--- config.mk ---
export PLATFORM = sky130hd
export DESIGN_NAME = cdb_arbiter
export DESIGN_NICKNAME = d
export VERILOG_FILES = /design/src/rtl/cdb_arbiter_pkg.sv /design/src/rtl/cdb_arbiter_rr_pick2.sv /design/src/rtl/cdb_arbiter.sv
export SDC_FILE = /design/constraint.sdc
export NUM_CORES = 1
export LEC_CHECK = 0
export ABC_CLOCK_PERIOD_IN_PS = 6700
export BUFFER_PORTS_ARGS = -buffer_cell sky130_fd_sc_hd__buf_2
export CAP_MARGIN = 20
export CORE_ASPECT_RATIO = 0.9
export CORE_MARGIN = 10
export CORE_UTILIZATION = 40
export CTS_CLUSTER_DIAMETER = 40
export CTS_CLUSTER_SIZE = 10
export DETAILED_ROUTE_END_ITERATION = 16
export PLACE_DENSITY = 0.71
export REMOVE_ABC_BUFFERS = 1
export SETUP_SLACK_MARGIN = 0.2
export SYNTH_ARGS = -nofsm -noshare
export SYNTH_HDL_FRONTEND = slang
export SYNTH_SLANG_ARGS = --single-unit
--- constraint.sdc ---
create_clock -name clock -period 6.7 [get_ports clock]
set_clock_uncertainty 0.05 [all_clocks]
set_input_delay 0.67 -clock clock [delete_from_list [all_inputs] [get_ports clock]]
set_output_delay 0.67 -clock clock [all_outputs]
set_load 0.02 [all_outputs]
--- src/rtl/cdb_arbiter_pkg.sv ---
// Shared constants and types for the common data bus arbiter.
// Holds the CDB slot count and the cdb_entry_t result record.
package cdb_arbiter_pkg;

  localparam int CDB_SLOTS     = 2;
  localparam int CDB_XLEN      = 32;
  localparam int CDB_TAG_WIDTH = 6;

  typedef struct packed {
    logic                     valid;
    logic [CDB_TAG_WIDTH-1:0] tag;
    logic [CDB_XLEN-1:0]      data;
  } cdb_entry_t;

endpackage

--- src/rtl/cdb_arbiter_rr_pick2.sv ---
// Rotated two-winner priority pick: scans ptr, ptr+1, ... mod N.
// Ports: req (request vector), ptr (scan start),
//   first_valid/first_idx, second_valid/second_idx (winners).
module rr_pick2
  import cdb_arbiter_pkg::*;
#(
  parameter int N     = 4,
  parameter int PTR_W = 2
) (
  input  logic [N-1:0]     req,
  input  logic [PTR_W-1:0] ptr,
  output logic             first_valid,
  output logic [PTR_W-1:0] first_idx,
  output logic             second_valid,
  output logic [PTR_W-1:0] second_idx
);

  always_comb begin
    int j;
    logic [PTR_W-1:0] jj;
    j = 0;
    jj = '0;
    first_valid = 1'b0;
    first_idx = '0;
    second_valid = 1'b0;
    second_idx = '0;
    for (int k = 0; k < N; k++) begin
      j = int'(ptr) + k;
      if (j >= N) j = j - N;
      jj = PTR_W'(j);
      if (req[jj]) begin
        if (!first_valid) begin
          first_valid = 1'b1;
          first_idx = jj;
        end else if (!second_valid) begin
          second_valid = 1'b1;
          second_idx = jj;
        end
      end
    end
  end

endmodule

--- src/rtl/cdb_arbiter.sv ---
// Two-slot common data bus arbiter, round-robin over REQ_CNT units.
// Ports: clock, reset (sync, active high), clear (flush),
//   req_valid/req_data/req_tag in, req_grant out (combinational),
//   bus_valid/bus_data/bus_tag out (registered, latency 1).
// Macro CDB_ARB_BRANCH_PRIO_EN: requester 0 always owns slot 0.
module cdb_arbiter
  import cdb_arbiter_pkg::*;
#(
  parameter int XLEN      = 32,
  parameter int REQ_CNT   = 4,
  parameter int TAG_WIDTH = 6
) (
  input  logic                                 clock,
  input  logic                                 reset,
  input  logic                                 clear,
  input  logic [REQ_CNT-1:0]                   req_valid,
  input  logic [REQ_CNT-1:0][XLEN-1:0]         req_data,
  input  logic [REQ_CNT-1:0][TAG_WIDTH-1:0]    req_tag,
  output logic [REQ_CNT-1:0]                   req_grant,
  output logic [CDB_SLOTS-1:0]                 bus_valid,
  output logic [CDB_SLOTS-1:0][XLEN-1:0]       bus_data,
  output logic [CDB_SLOTS-1:0][TAG_WIDTH-1:0]  bus_tag
);

  localparam int PTR_W = (REQ_CNT > 1) ? $clog2(REQ_CNT) : 1;

  logic [PTR_W-1:0]   rr_ptr;
  logic [REQ_CNT-1:0] pick_req;
  logic               prio;
  logic               f_v;
  logic               s_v;
  logic [PTR_W-1:0]   f_idx;
  logic [PTR_W-1:0]   s_idx;
  logic               s0_v;
  logic               s1_v;
  logic [PTR_W-1:0]   s0_idx;
  logic [PTR_W-1:0]   s1_idx;
  logic               adv_v;
  logic [PTR_W-1:0]   adv_idx;

`ifdef CDB_ARB_BRANCH_PRIO_EN
  // Branch unit bypasses the rotation; the others share what is left.
  assign prio     = req_valid[0];
  assign pick_req = {req_valid[REQ_CNT-1:1], 1'b0};
`else
  assign prio     = 1'b0;
  assign pick_req = req_valid;
`endif

  rr_pick2 #(
    .N     (REQ_CNT),
    .PTR_W (PTR_W)
  ) u_pick (
    .req          (pick_req),
    .ptr          (rr_ptr),
    .first_valid  (f_v),
    .first_idx    (f_idx),
    .second_valid (s_v),
    .second_idx   (s_idx)
  );

  always_comb begin
    s0_v = 1'b0;
    s0_idx = '0;
    s1_v = 1'b0;
    s1_idx = '0;
    adv_v = 1'b0;
    adv_idx = '0;
    if (!(reset || clear)) begin
      if (prio) begin
        // Slot 0 to requester 0; pointer moves only on slot 1 winner.
        s0_v = 1'b1;
        s1_v = f_v;
        s1_idx = f_idx;
        adv_v = f_v;
        adv_idx = f_idx;
      end else begin
        s0_v = f_v;
        s0_idx = f_idx;
        s1_v = s_v;
        s1_idx = s_idx;
        adv_v = f_v;
        adv_idx = s_v ? s_idx : f_idx;
      end
    end
  end

  always_comb begin
    req_grant = '0;
    if (s0_v) req_grant[s0_idx] = 1'b1;
    if (s1_v) req_grant[s1_idx] = 1'b1;
  end

  always_ff @(posedge clock) begin
    if (reset) begin
      rr_ptr <= '0;
      bus_valid <= '0;
      bus_data <= '0;
      bus_tag <= '0;
    end else begin
      bus_valid <= {s1_v, s0_v};
      bus_data[0] <= s0_v ? req_data[s0_idx] : '0;
      bus_tag[0] <= s0_v ? req_tag[s0_idx] : '0;
      bus_data[1] <= s1_v ? req_data[s1_idx] : '0;
      bus_tag[1] <= s1_v ? req_tag[s1_idx] : '0;
      if (adv_v) begin
        if (adv_idx == PTR_W'(REQ_CNT - 1)) rr_ptr <= '0;
        else rr_ptr <= adv_idx + 1'b1;
      end
    end
  end

endmodule

==> run summary, run 1 <==
Initial DRC count: 369
Mux cell area share after synthesis: 0.162
Critical Path Fanout Max: 30
Netlist cell types: 65
Die Span X: 137 um
DR vias: 5087
Flops & latches, synth: 80
Main combinational cell family by area after synthesis: compound AO/OA/AOI/OAI gates
Crit-path slowest cell: dfxtp_1
First-pass GRT wire length: 27.8 mm
Final Instance Count excl. Fillers: 890
Root Driver: clkbuf_16
Max Clk Rate: 0.237 GHz
Crit-path cells: mux2_4 -> nand2_1 -> o21ai_0 -> ha_1 -> a221oi_1 -> nor3_1 -> o21ai_1 -> a21boi_0 -> o21a_1 -> buf_2
Hold buffer count at CTS: 0
Critical Path RT: 5.98 ns
CTS tree: yes
Post-detail-place hpwl: 13.3 mm
Hold endpoint: bus_tag[2]
CP max stage delay: 0.95 ns
Asr flop ratio synth: 0
Reg power frac: 0.317
Final Hold Viols: 0
Clock Sinks: 80
Clk buf depth: 2
Worst-margin pin slew: 1.04 ns
Worst EP arrival: 3.50 ns
FP Rows: 38
Dpl cells: 874
CTS buffer count: 9
Die height: 126 um
Simple-Gate Fraction of Synth Area: 0.107
Share of cells above drive strength 1: 0.418
Slew Limit Headroom: 0.305
Outcome: finished clean
GR Overflow Total: 0
CP endpoint kind: output port
Worst reg2reg path startpoint: rr_ptr[1]
Adder-Cell Fraction of Synth Area: 0.00932
Global Route Usage Sum: 0.199
I/O pin total: 241
Pwr/cell area: 299 mW/mm^2
Vias in the first global route: 5421
Fillers: 1102
DR pass1 iterations: 4
Top FF cell, synth: dfxtp_1
Min-delay src: req_tag[2]
Area occupied by registers: 0.00160 mm^2
Internal power: 1.18 mW
Kind of critical path: reg -> out
# setup viols final: 0
DRT antenna net count: 0
HP Class: in -> reg
Port bufs: 240
R2R Setup Slk: 2.78 ns
Combinational power share: 0.427
Vias per cell: 5.72
Initial Util: 0.410
DRT Wirelength: 18.3 mm
Mean Syn Cell Area: 9.50 um^2
Net Sw Power: 727 uW
Hold depth: 3
VDD IR max: 0.000202 V
Compound-Gate Fraction of Synth Area: 0.290
Startpoint types: flop
Footprint of the multi-input gates: 0.00287 mm^2
Xor-xnor portion of the synthesized cell area: 0.00352
Antenna violations before repair: 1
Post-synthesis cell area: 0.00497 mm^2
Core area: 0.0121 mm^2
Slew Viols, Final: 0
Post-CTS Resized: 0
Setup TNS: 0 ns
Post-CTS setup buffer count: 0
Drt drc: 0
Die area: 0.0173 mm^2
Leak pwr: 3.02 nW
Net Sw Frac: 0.380
Worst R2R End: bus_data[0]
Maxcap violations: 0
Avg WL per Cell: 20.5 um
Seq/Total Area, Yosys: 0.322
Post-Syn Instances: 523
Layout Area Growth over Synthesis: 28.5%
Ys Warns: 0
CP Buf/Inv Count: 1
Period utilisation layout: 0.630
Worst R2R Path Depth: 11
H-tree levels: 3
Clock latency on the worst-skew pair: 0.33 ns
Clock transition at path regs: 0.06 ns
GP Congestion: 0.809
Clock power share: 0.256
Setup repair after global routing missed its margin: no
CP delay by family, top: compound AO/OA/AOI/OAI gates
Fin nets: 887
Fin crit period: 4.22 ns
EDFF count, synth: 0
Largest net degree at the start of global routing: 78
per-stage QoR:
step                      area, um^2  setup slack [ns]  power, mW  hold WS (ns)  utilization
after CTS                       6360              2.50       1.92         0.493        0.524
after global routing            6380              2.22       2.00         0.506        0.527
after global placement          6070              3.00       1.40         0.838        0.501
after detailed placement        6070              2.82       1.43         0.852        0.501
final                           6390              2.48       1.91         0.505        0.527
after floorplan                 4600              1.29       1.16         0.736            -
sequential cells by signal, summed over array words and instances (netlist names):
signal     flops
bus_data      64
bus_tag       12
rr_ptr         2
bus_valid      2
worst register-to-register path, stage by stage (launching register included):
cell and delay (ns):
dfxtp_1 0.95, mux2_4 0.39, nand2_1 0.08, o21ai_0 0.15, ha_1 0.36, nand2_1 0.10
mux2i_1 0.10, o311a_4 0.42, nor2_4 0.13, buf_4 0.61, mux2i_1 0.30, o221ai_1 0.13
power groups by stage:
stage                     Clock, mW  Combinational, mW  Sequential, mW
after floorplan                   0              0.447           0.710
after CTS                     0.501              0.813           0.607
after global routing          0.515              0.874           0.615
after global placement            0              0.791           0.613
after detailed placement          0              0.811           0.615
final                         0.490              0.815           0.606
cell usage after synthesis, types with 3 or more instances:
library cell	number	area, um^2
and2_1	3	18.8
inv_1	41	154
a22oi_2	29	363
a21oi_1	8	40.0
nor3b_1	3	22.5
nand2b_1	5	31.3
o21ai_0	7	35.0
nor2b_1	5	31.3
dfxtp_1	80	1600
buf_4	11	82.6
nor2_1	8	30.0
nand2_1	49	184
o21ai_1	3	15.0
clkbuf_1	11	41.3
a211oi_1	3	22.5
a22oi_1	47	353
nor4b_1	5	43.8
o221ai_1	39	342
nor3_1	3	15.0
buf_6	5	56.3
buf_2	23	115
mux2i_1	79	791
a21boi_0	3	22.5
placed cells by master, fill, tap and decap left out, types with 2 or more instances in the layout:
| master | netlist | final |
|---|---|---|
| nor2_1 | 8 | 8 |
| mux2i_1 | 79 | 79 |
| nor2b_1 | 5 | 5 |
| a21boi_0 | 3 | 3 |
| nand4b_1 | 2 | 2 |
| a221o_1 | 2 | 2 |
| ha_1 | 2 | 2 |
| inv_1 | 41 | 41 |
| nor3b_1 | 3 | 3 |
| nand2b_1 | 5 | 5 |
| dfxtp_1 | 80 | 80 |
| a22oi_2 | 29 | 29 |
| a221oi_1 | 2 | 2 |
| nor4b_1 | 5 | 5 |
| o32ai_1 | 2 | 2 |
| o21ai_1 | 3 | 2 |
| nor3_1 | 3 | 3 |
| o21ai_0 | 7 | 7 |
| nand2_1 | 49 | 48 |
| nor4bb_1 | 2 | 2 |
| clkbuf_16 | 0 | 9 |
| nand3b_1 | 2 | 2 |
| o21a_1 | 2 | 2 |
| a22oi_1 | 47 | 47 |
| and2_1 | 3 | 2 |
| a211oi_1 | 3 | 3 |
| buf_2 | 23 | 240 |
| o2111ai_1 | 2 | 2 |
| a21oi_1 | 8 | 8 |
| o221ai_1 | 39 | 39 |
| buf_4 | 11 | 5 |
metal layers:
metal,vias to the layer above,wire (um),global-route usage
met1,2473,7170,0.214
met5,-,0,0
met3,24,1910,0.100
li1,2367,-,-
met4,0,320,0.0570
met2,223,8850,0.334
logic make-up (layout without fill, tap and decap cells):
logic type      count (synthesis)  after routing
mux                            80             80
fa+ha+maj                       4              4
simple gates                   99             99
buf+inv                        96            302
flops                          80             80
xor+xnor                        2              2
other cells                     0              1
compound gates                162            162
final cells by class:
type,instances,share of cell area
clock buffers,11,0.0380
clock inverters,3,0.00686
diodes,1,0.000392
multi-input cells,347,0.450
inverters,42,0.0247
flip-flops and latches,80,0.251
repair buffers,246,0.198
well taps,160,0.0313
how the worst max path moves through the flow:
stage	from	end	slack, ns	cells past startpoint
2_1_floorplan	rr_ptr[1]	req_grant[0]	1.29	5
3_3_place_gp	rr_ptr[1]	bus_data[5]	3.00	8
3_5_place_dp	rr_ptr[1]	bus_data[14]	2.82	10
4_1_cts	rr_ptr[1]	req_grant[0]	2.50	9
5_1_grt	rr_ptr[1]	req_grant[3]	2.22	10
6_report	rr_ptr[1]	req_grant[3]	2.48	10
No activity file was read; power rests on OpenSTA's default activity.
==> run 2, diff against run 1 <==
--- a/config.mk
+++ b/config.mk
@@ -5,7 +5,7 @@
 export SDC_FILE = /design/constraint.sdc
 export NUM_CORES = 1
 export LEC_CHECK = 0
-export ABC_CLOCK_PERIOD_IN_PS = 6700
+export ABC_CLOCK_PERIOD_IN_PS = 4120
 export BUFFER_PORTS_ARGS = -buffer_cell sky130_fd_sc_hd__buf_2
 export CAP_MARGIN = 20
 export CORE_ASPECT_RATIO = 0.9
==> constraint.sdc (replaced) <==
create_clock -name clock -period 4.12 [get_ports clock]
set_clock_uncertainty 0.05 [all_clocks]
set_input_delay 0.412 -clock clock [delete_from_list [all_inputs] [get_ports clock]]
set_output_delay 0.412 -clock clock [all_outputs]
set_load 0.02 [all_outputs]
==> run 2 against run 1 <==
  * Largest power group unchanged
  * First-iteration DRC count rose by 21%
  * Combinational power up 68%
  * Flip-flop and latch count stayed put
  * Worst hold slack lost 0.26 ns
  * Clock-buffer cell count down 1
  * Final area grew 1.3%
==> run summary, run 2 (synthesis gave the netlist of run 1 again) <==
Period utilisation layout: 0.868
Port bufs: 240 (unchanged)
Layout Area Growth over Synthesis: 30.2% (was 28.5%)
Final setup slack of the worst path: 0.544 ns (was 2.48 ns)
# setup viols final: 0 (unchanged)
I/O pin total: 241 (unchanged)
Post-route cell area: 0.00647 mm^2 (was 0.00639 mm^2)
Slew Limit Headroom: 0.463 (was 0.305)
ANT cells: 0 (was 1)
CP endpoint kind: output port (unchanged)
Crit-path cells: inv_2 -> ha_1 -> a221oi_1 -> nor3_1 -> o21ai_1 -> a21boi_0 -> o21a_1 -> buf_2 (was mux2_4 -> nand2_1 -> o21ai_0 -> ha_1 -> a221oi_1 -> nor3_1 -> o21ai_1 -> a21boi_0 -> o21a_1 -> buf_2)
Largest Register: bus_data (unchanged)
Setup repair after global routing missed its margin: no (unchanged)
Share of cells above drive strength 1: 0.424 (was 0.418)
Die Span X: 137 um (unchanged)
Global Route Usage Sum: 0.202 (was 0.199)
Commonest non-fill, non-tap cell in the layout: buf_2 (unchanged)
Post-CTS setup buffer count: 0 (unchanged)
CTS buffer count: 9 (unchanged)
Initial DRC count: 448 (was 369)
Place WS: 0.837 ns (was 2.82 ns)
Die height: 126 um (unchanged)
Clk buf depth: 2 (unchanged)
Fin crit period: 3.58 ns
HP Class: in -> reg (unchanged)
Most frequent cells in the layout: 240 x buf_2, 80 x dfxtp_1, 79 x mux2i_1 (unchanged)
DRT antenna net count: 0 (unchanged)
DP Area: 0.00615 mm^2 (was 0.00607 mm^2)
Crit-path slowest cell: dfxtp_1 (unchanged)
Critical Path Fanout Max: 22 (was 30)
Power Total: 3.20 mW (was 1.91 mW)
H-tree levels: 3 (unchanged)
CP max stage delay: 0.84 ns (was 0.95 ns)
Die area: 0.0173 mm^2 (unchanged)
Pwr/cell area: 495 mW/mm^2 (was 299 mW/mm^2)
Fin nets: 892 (was 887)
Max Clk Rate: 0.280 GHz
Worst EP arrival: 3.11 ns (was 3.50 ns)
DR pass1 iterations: 4 (unchanged)
CTS tree: yes (unchanged)
Root Driver: clkbuf_16 (unchanged)
Worst-margin pin slew: 0.804 ns (was 1.04 ns)
Outcome: finished clean (unchanged)
Slew Viols, Final: 0 (unchanged)
Kind of critical path: reg -> out (unchanged)
Final Hold Viols: 0 (unchanged)
Post-detail-place hpwl: 13.7 mm (was 13.3 mm)
VDD IR max: 0.000314 V (was 0.000202 V)
Fin Hold WS: 0.245 ns (was 0.505 ns)
Largest net degree at the start of global routing: 43 (was 78)
Avg WL per Cell: 20.5 um (about the same)
Leak pwr: 3.06 nW (was 3.02 nW)
Hold buffer count at CTS: 0 (unchanged)
Antenna violations before repair: 0 (was 1)
FP Rows: 38 (unchanged)
Vias per cell: 5.72 (about the same)
Core area: 0.0121 mm^2 (unchanged)
Startpoint types: flop (unchanged)
Clock Sinks: 80 (unchanged)
DRT Wirelength: 18.4 mm (was 18.3 mm)
First-pass GRT wire length: 28.4 mm (was 27.8 mm)
Flip-flop count of the largest register after layout: 64 (unchanged)
Initial Util: 0.410 (unchanged)
Drt drc: 0 (unchanged)
Fillers: 1097 (was 1102)
GR Overflow Total: 0 (unchanged)
GP Congestion: 0.864 (was 0.809)
Vias in the first global route: 5395 (was 5421)
CP Buf/Inv Count: 2 (was 1)
Critical Path RT: 3.66 ns (was 5.98 ns)
Top Registers: bus_data (64), bus_tag (12) (unchanged)
Maxcap violations: 0 (unchanged)
Clock transition at path regs: 0.06 ns (about the same)
CP delay by family, top: compound AO/OA/AOI/OAI gates (unchanged)
Post-CTS Resized: 0 (unchanged)
Clock latency on the worst-skew pair: 0.34 ns (was 0.33 ns)
DR vias: 5128 (was 5087)
-- run 2: metal layers --
| metal | GRT usage | vias up | routed length (um) |
|---|---|---|---|
| met3 | 0.0906 | 37 | 1950 |
| met1 | 0.224 | 2443 | 7130 |
| met2 | 0.328 | 268 | 8810 |
| li1 | - | 2380 | - |
| met5 | 0 | - | 0 |
| met4 | 0.0805 | 0 | 488 |
-- run 2: metrics by stage --
| stage | utilization | instances | TNS (ns) |
|---|---|---|---|
| 2_1_floorplan | - | 469 | -38.37 |
| 3_3_place_gp | 0.508 | 880 | 0 |
| 3_5_place_dp | 0.508 | 880 | 0 |
| 4_1_cts | 0.534 | 896 | 0 |
| 5_1_grt | 0.534 | 896 | 0 |
| 6_report | 0.534 | 896 | 0 |
-- run 2: area by class of cell --
class / instances / area (um^2) / share of cell area
clock buffers: 10 / 229 / 0.0354
clock inverters: 6 / 90.1 / 0.0139
inverters: 42 / 158 / 0.0244
multi-input cells: 347 / 2870 / 0.444
flip-flops and latches: 80 / 1600 / 0.247
well taps: 160 / 200 / 0.0309
repair buffers: 251 / 1320 / 0.204
-- run 2: tightest hold or removal path, cell delays in order --
cell	delay, ns
buf_2	0.09
nand2_1	0.04
o221ai_1	0.05
-- run 2: power by group --
part / internal, mW / switching, mW / total, mW
logic: 0.548 / 0.824 / 1.37
registers: 0.910 / 0.0568 / 0.967
clock network: 0.534 / 0.331 / 0.865
-- run 2: path summary, 6_finish.rpt --
check	start	depth (start not counted)	slack (ns)	endpoint
setup / recovery	rr_ptr[0]	8	0.54	req_grant[3]
hold / removal	req_tag[4]	3	0.25	bus_tag[4]
setup reg to reg	rr_ptr[0]	8	0.88	bus_data[1]
hold reg to reg	rr_ptr[1]	5	1.02	rr_ptr[1]
==> run 3, diff against run 2 <==
--- a/config.mk
+++ b/config.mk
@@ -5,7 +5,7 @@
 export SDC_FILE = /design/constraint.sdc
 export NUM_CORES = 1
 export LEC_CHECK = 0
-export ABC_CLOCK_PERIOD_IN_PS = 4120
+export ABC_CLOCK_PERIOD_IN_PS = 3000
 export BUFFER_PORTS_ARGS = -buffer_cell sky130_fd_sc_hd__buf_2
 export CAP_MARGIN = 20
 export CORE_ASPECT_RATIO = 0.9
@@ -14,7 +14,7 @@
 export CTS_CLUSTER_DIAMETER = 40
 export CTS_CLUSTER_SIZE = 10
 export DETAILED_ROUTE_END_ITERATION = 16
-export PLACE_DENSITY = 0.71
+export PLACE_DENSITY = 0.74
 export REMOVE_ABC_BUFFERS = 1
 export SETUP_SLACK_MARGIN = 0.2
 export SYNTH_ARGS = -nofsm -noshare
==> constraint.sdc (replaced) <==
create_clock -name clock -period 3 [get_ports clock]
set_clock_uncertainty 0.05 [all_clocks]
set_input_delay 0.3 -clock clock [delete_from_list [all_inputs] [get_ports clock]]
set_output_delay 0.3 -clock clock [all_outputs]
set_load 0.02 [all_outputs]
==> run 3 against run 2 <==
  * Combinational power rose by 73%
  * Sequential share of layout area down 1.5 points
  * Largest power group unchanged
  * Clock power rose by 48%
  * Non-clock buffer count is 27 higher
  * Power grew 55%
  * Highest routed layer is now met5
==> run summary, run 3 (synthesis gave the netlist of run 1 again) <==
Post-detail-place hpwl: 13.9 mm (was 13.7 mm)
Slew Viols, Final: 0 (unchanged)
Footprint of the multi-input gates: 0.00291 mm^2 (was 0.00287 mm^2)
CP endpoint kind: output port (unchanged)
Drt drc: 0 (unchanged)
Flip-flop count of the largest register after layout: 64 (unchanged)
Core area: 0.0121 mm^2 (unchanged)
CTS buffer count: 9 (unchanged)
VDD IR max: 0.000428 V (was 0.000314 V)
Period utilisation layout: 0.969
Share of cells above drive strength 1: 0.459 (was 0.424)
Worst-margin pin slew: 0.758 ns (was 0.804 ns)
CP max stage delay: 0.39 ns (was 0.84 ns)
Initial Util: 0.410 (unchanged)
Pwr/cell area: 717 mW/mm^2 (was 495 mW/mm^2)
Crit-path cells: mux2_4 -> nand2_2 -> o21ai_2 -> ha_1 -> and3_4 -> o311a_4 -> nor4b_4 -> a31o_2 -> buf_6 (was inv_2 -> ha_1 -> a221oi_1 -> nor3_1 -> o21ai_1 -> a21boi_0 -> o21a_1 -> buf_2)
Fin nets: 919 (was 892)
Die height: 126 um (unchanged)
Critical Path RT: 2.65 ns (was 3.66 ns)
Crit-path slowest cell: o311a_4 (was dfxtp_1)
Place WS: 0.146 ns (was 0.837 ns)
I/O pin total: 241 (unchanged)
GP Congestion: 0.817 (was 0.864)
Startpoint types: flop (unchanged)
Fillers: 1093 (was 1097)
Commonest non-fill, non-tap cell in the layout: buf_2 (unchanged)
Vias per cell: 5.75 (was 5.72)
Antenna violations before repair: 3 (was 0)
Maxcap violations: 0 (unchanged)
Setup repair after global routing missed its margin: yes (was no)
GR Overflow Total: 0 (unchanged)
DRT Wirelength: 19.4 mm (was 18.4 mm)
Final setup slack of the worst path: 0.0944 ns (was 0.544 ns)
Root Driver: clkbuf_16 (unchanged)
H-tree levels: 3 (unchanged)
HP Class: in -> reg (unchanged)
Die area: 0.0173 mm^2 (unchanged)
Leak pwr: 3.27 nW (was 3.06 nW)
Largest net degree at the start of global routing: 53 (was 43)
Hold buffer count at CTS: 0 (unchanged)
Initial DRC count: 401 (was 448)
First-pass GRT wire length: 28.9 mm (was 28.4 mm)
Global Route Usage Sum: 0.206 (was 0.202)
Setup TNS: 0 ns (unchanged)
Critical Path Fanout Max: 4 (was 22)
Outcome: finished clean (unchanged)
Port bufs: 240 (unchanged)
DR pass1 iterations: 5 (was 4)
Worst EP arrival: 2.56 ns (was 3.11 ns)
Most frequent cells in the layout: 236 x buf_2, 78 x dfxtp_1, 76 x mux2i_1 (was 240 x buf_2, 80 x dfxtp_1, 79 x mux2i_1)
Largest Register: bus_data (unchanged)
DR vias: 5319 (was 5128)
Layout Area Growth over Synthesis: 39.1% (was 30.2%)
Die Span X: 137 um (unchanged)
DRT antenna net count: 0 (unchanged)
Vias in the first global route: 5521 (was 5395)
Avg WL per Cell: 21.0 um (was 20.5 um)
Top Registers: bus_data (64), bus_tag (12) (unchanged)
Slew Limit Headroom: 0.492 (was 0.463)
Max Clk Rate: 0.344 GHz
CTS tree: yes (unchanged)
Clk buf depth: 2 (unchanged)
Clock transition at path regs: 0.06 ns (about the same)
Clock latency on the worst-skew pair: 0.34 ns (about the same)
Clock Sinks: 80 (unchanged)
Final Hold Viols: 0 (unchanged)
Fin crit period: 2.91 ns
Area occupied by registers: 0.00160 mm^2 (about the same)
Power Total: 4.96 mW (was 3.20 mW)
# setup viols final: 0 (unchanged)
Kind of critical path: reg -> out (unchanged)
FP Rows: 38 (unchanged)
run 3: changes by cell type in the layout (fill, tap and decap cells not counted), moves of 3 or more:
cell and change:
mux2i_1 -3, buf_6 +4, buf_2 -4, clkbuf_16 +5
buf_4 +18, mux2i_2 +3
run 3: layer usage:
layer  share of wire  wire length (um)  global-route usage  up-vias
met5         0.00088                17                   0        -
met4           0.020               389              0.0651        2
met3            0.11              2090              0.0843       33
met2            0.50              9750               0.361      270
met1            0.37              7160               0.219     2571
li1                -                 -                   -     2443
run 3: per-stage QoR:
step,hold WS [ns],instance area [um^2],cells,utilization
after floorplan,0.366,4600,469,-
final,0.136,6910,925,0.570
after detailed placement,0.478,6260,891,0.516
after global placement,0.467,6260,891,0.516
after CTS,0.122,6660,910,0.550
after global routing,0.131,6910,924,0.570
run 3: timing repair:
| action | CTS | global route |
|---|---|---|
| gates cloned | 0 | 7 |
| setup endpoints to repair | 39 | 66 |
| pin swaps | 7 | 6 |
| gates resized for setup | 13 | 11 |
| setup buffers | 3 | 6 |
run 3: area by class of cell:
cell class                 count  share of cell area
inverter                      42              0.0228
clock inverter                 5              0.0150
antenna                        2            0.000724
timing repair buffer         278               0.244
tap                          160              0.0290
sequential                    80               0.232
multi-input combinational    347               0.421
clock buffer                  11              0.0351
run 3: path summary, 6_finish.rpt:
path                            cells past startpoint            to       start  slack (ns)
worst max-delay path                                9  req_grant[0]   rr_ptr[1]        0.09
worst min-delay path                                3    bus_tag[4]  req_tag[4]        0.14
worst max register to register                     12    bus_tag[3]   rr_ptr[1]        0.20
worst min register to register                      2     rr_ptr[0]   rr_ptr[0]        0.70
run 3: report_power, final:
group / total, mW / switching (mW) / internal, mW
Clock: 1.28 / 0.442 / 0.836
Combinational: 2.37 / 1.28 / 1.08
Sequential: 1.31 / 0.0583 / 1.25
run 3: critical path, delay by kind of cell, from the launching register on:
kind	cells	cell delay [ns]
compound gates	3	0.63
fa+ha+maj	1	0.29
buf+inv	1	0.12
flops	1	0.35
mux	1	0.31
simple gates	3	0.49
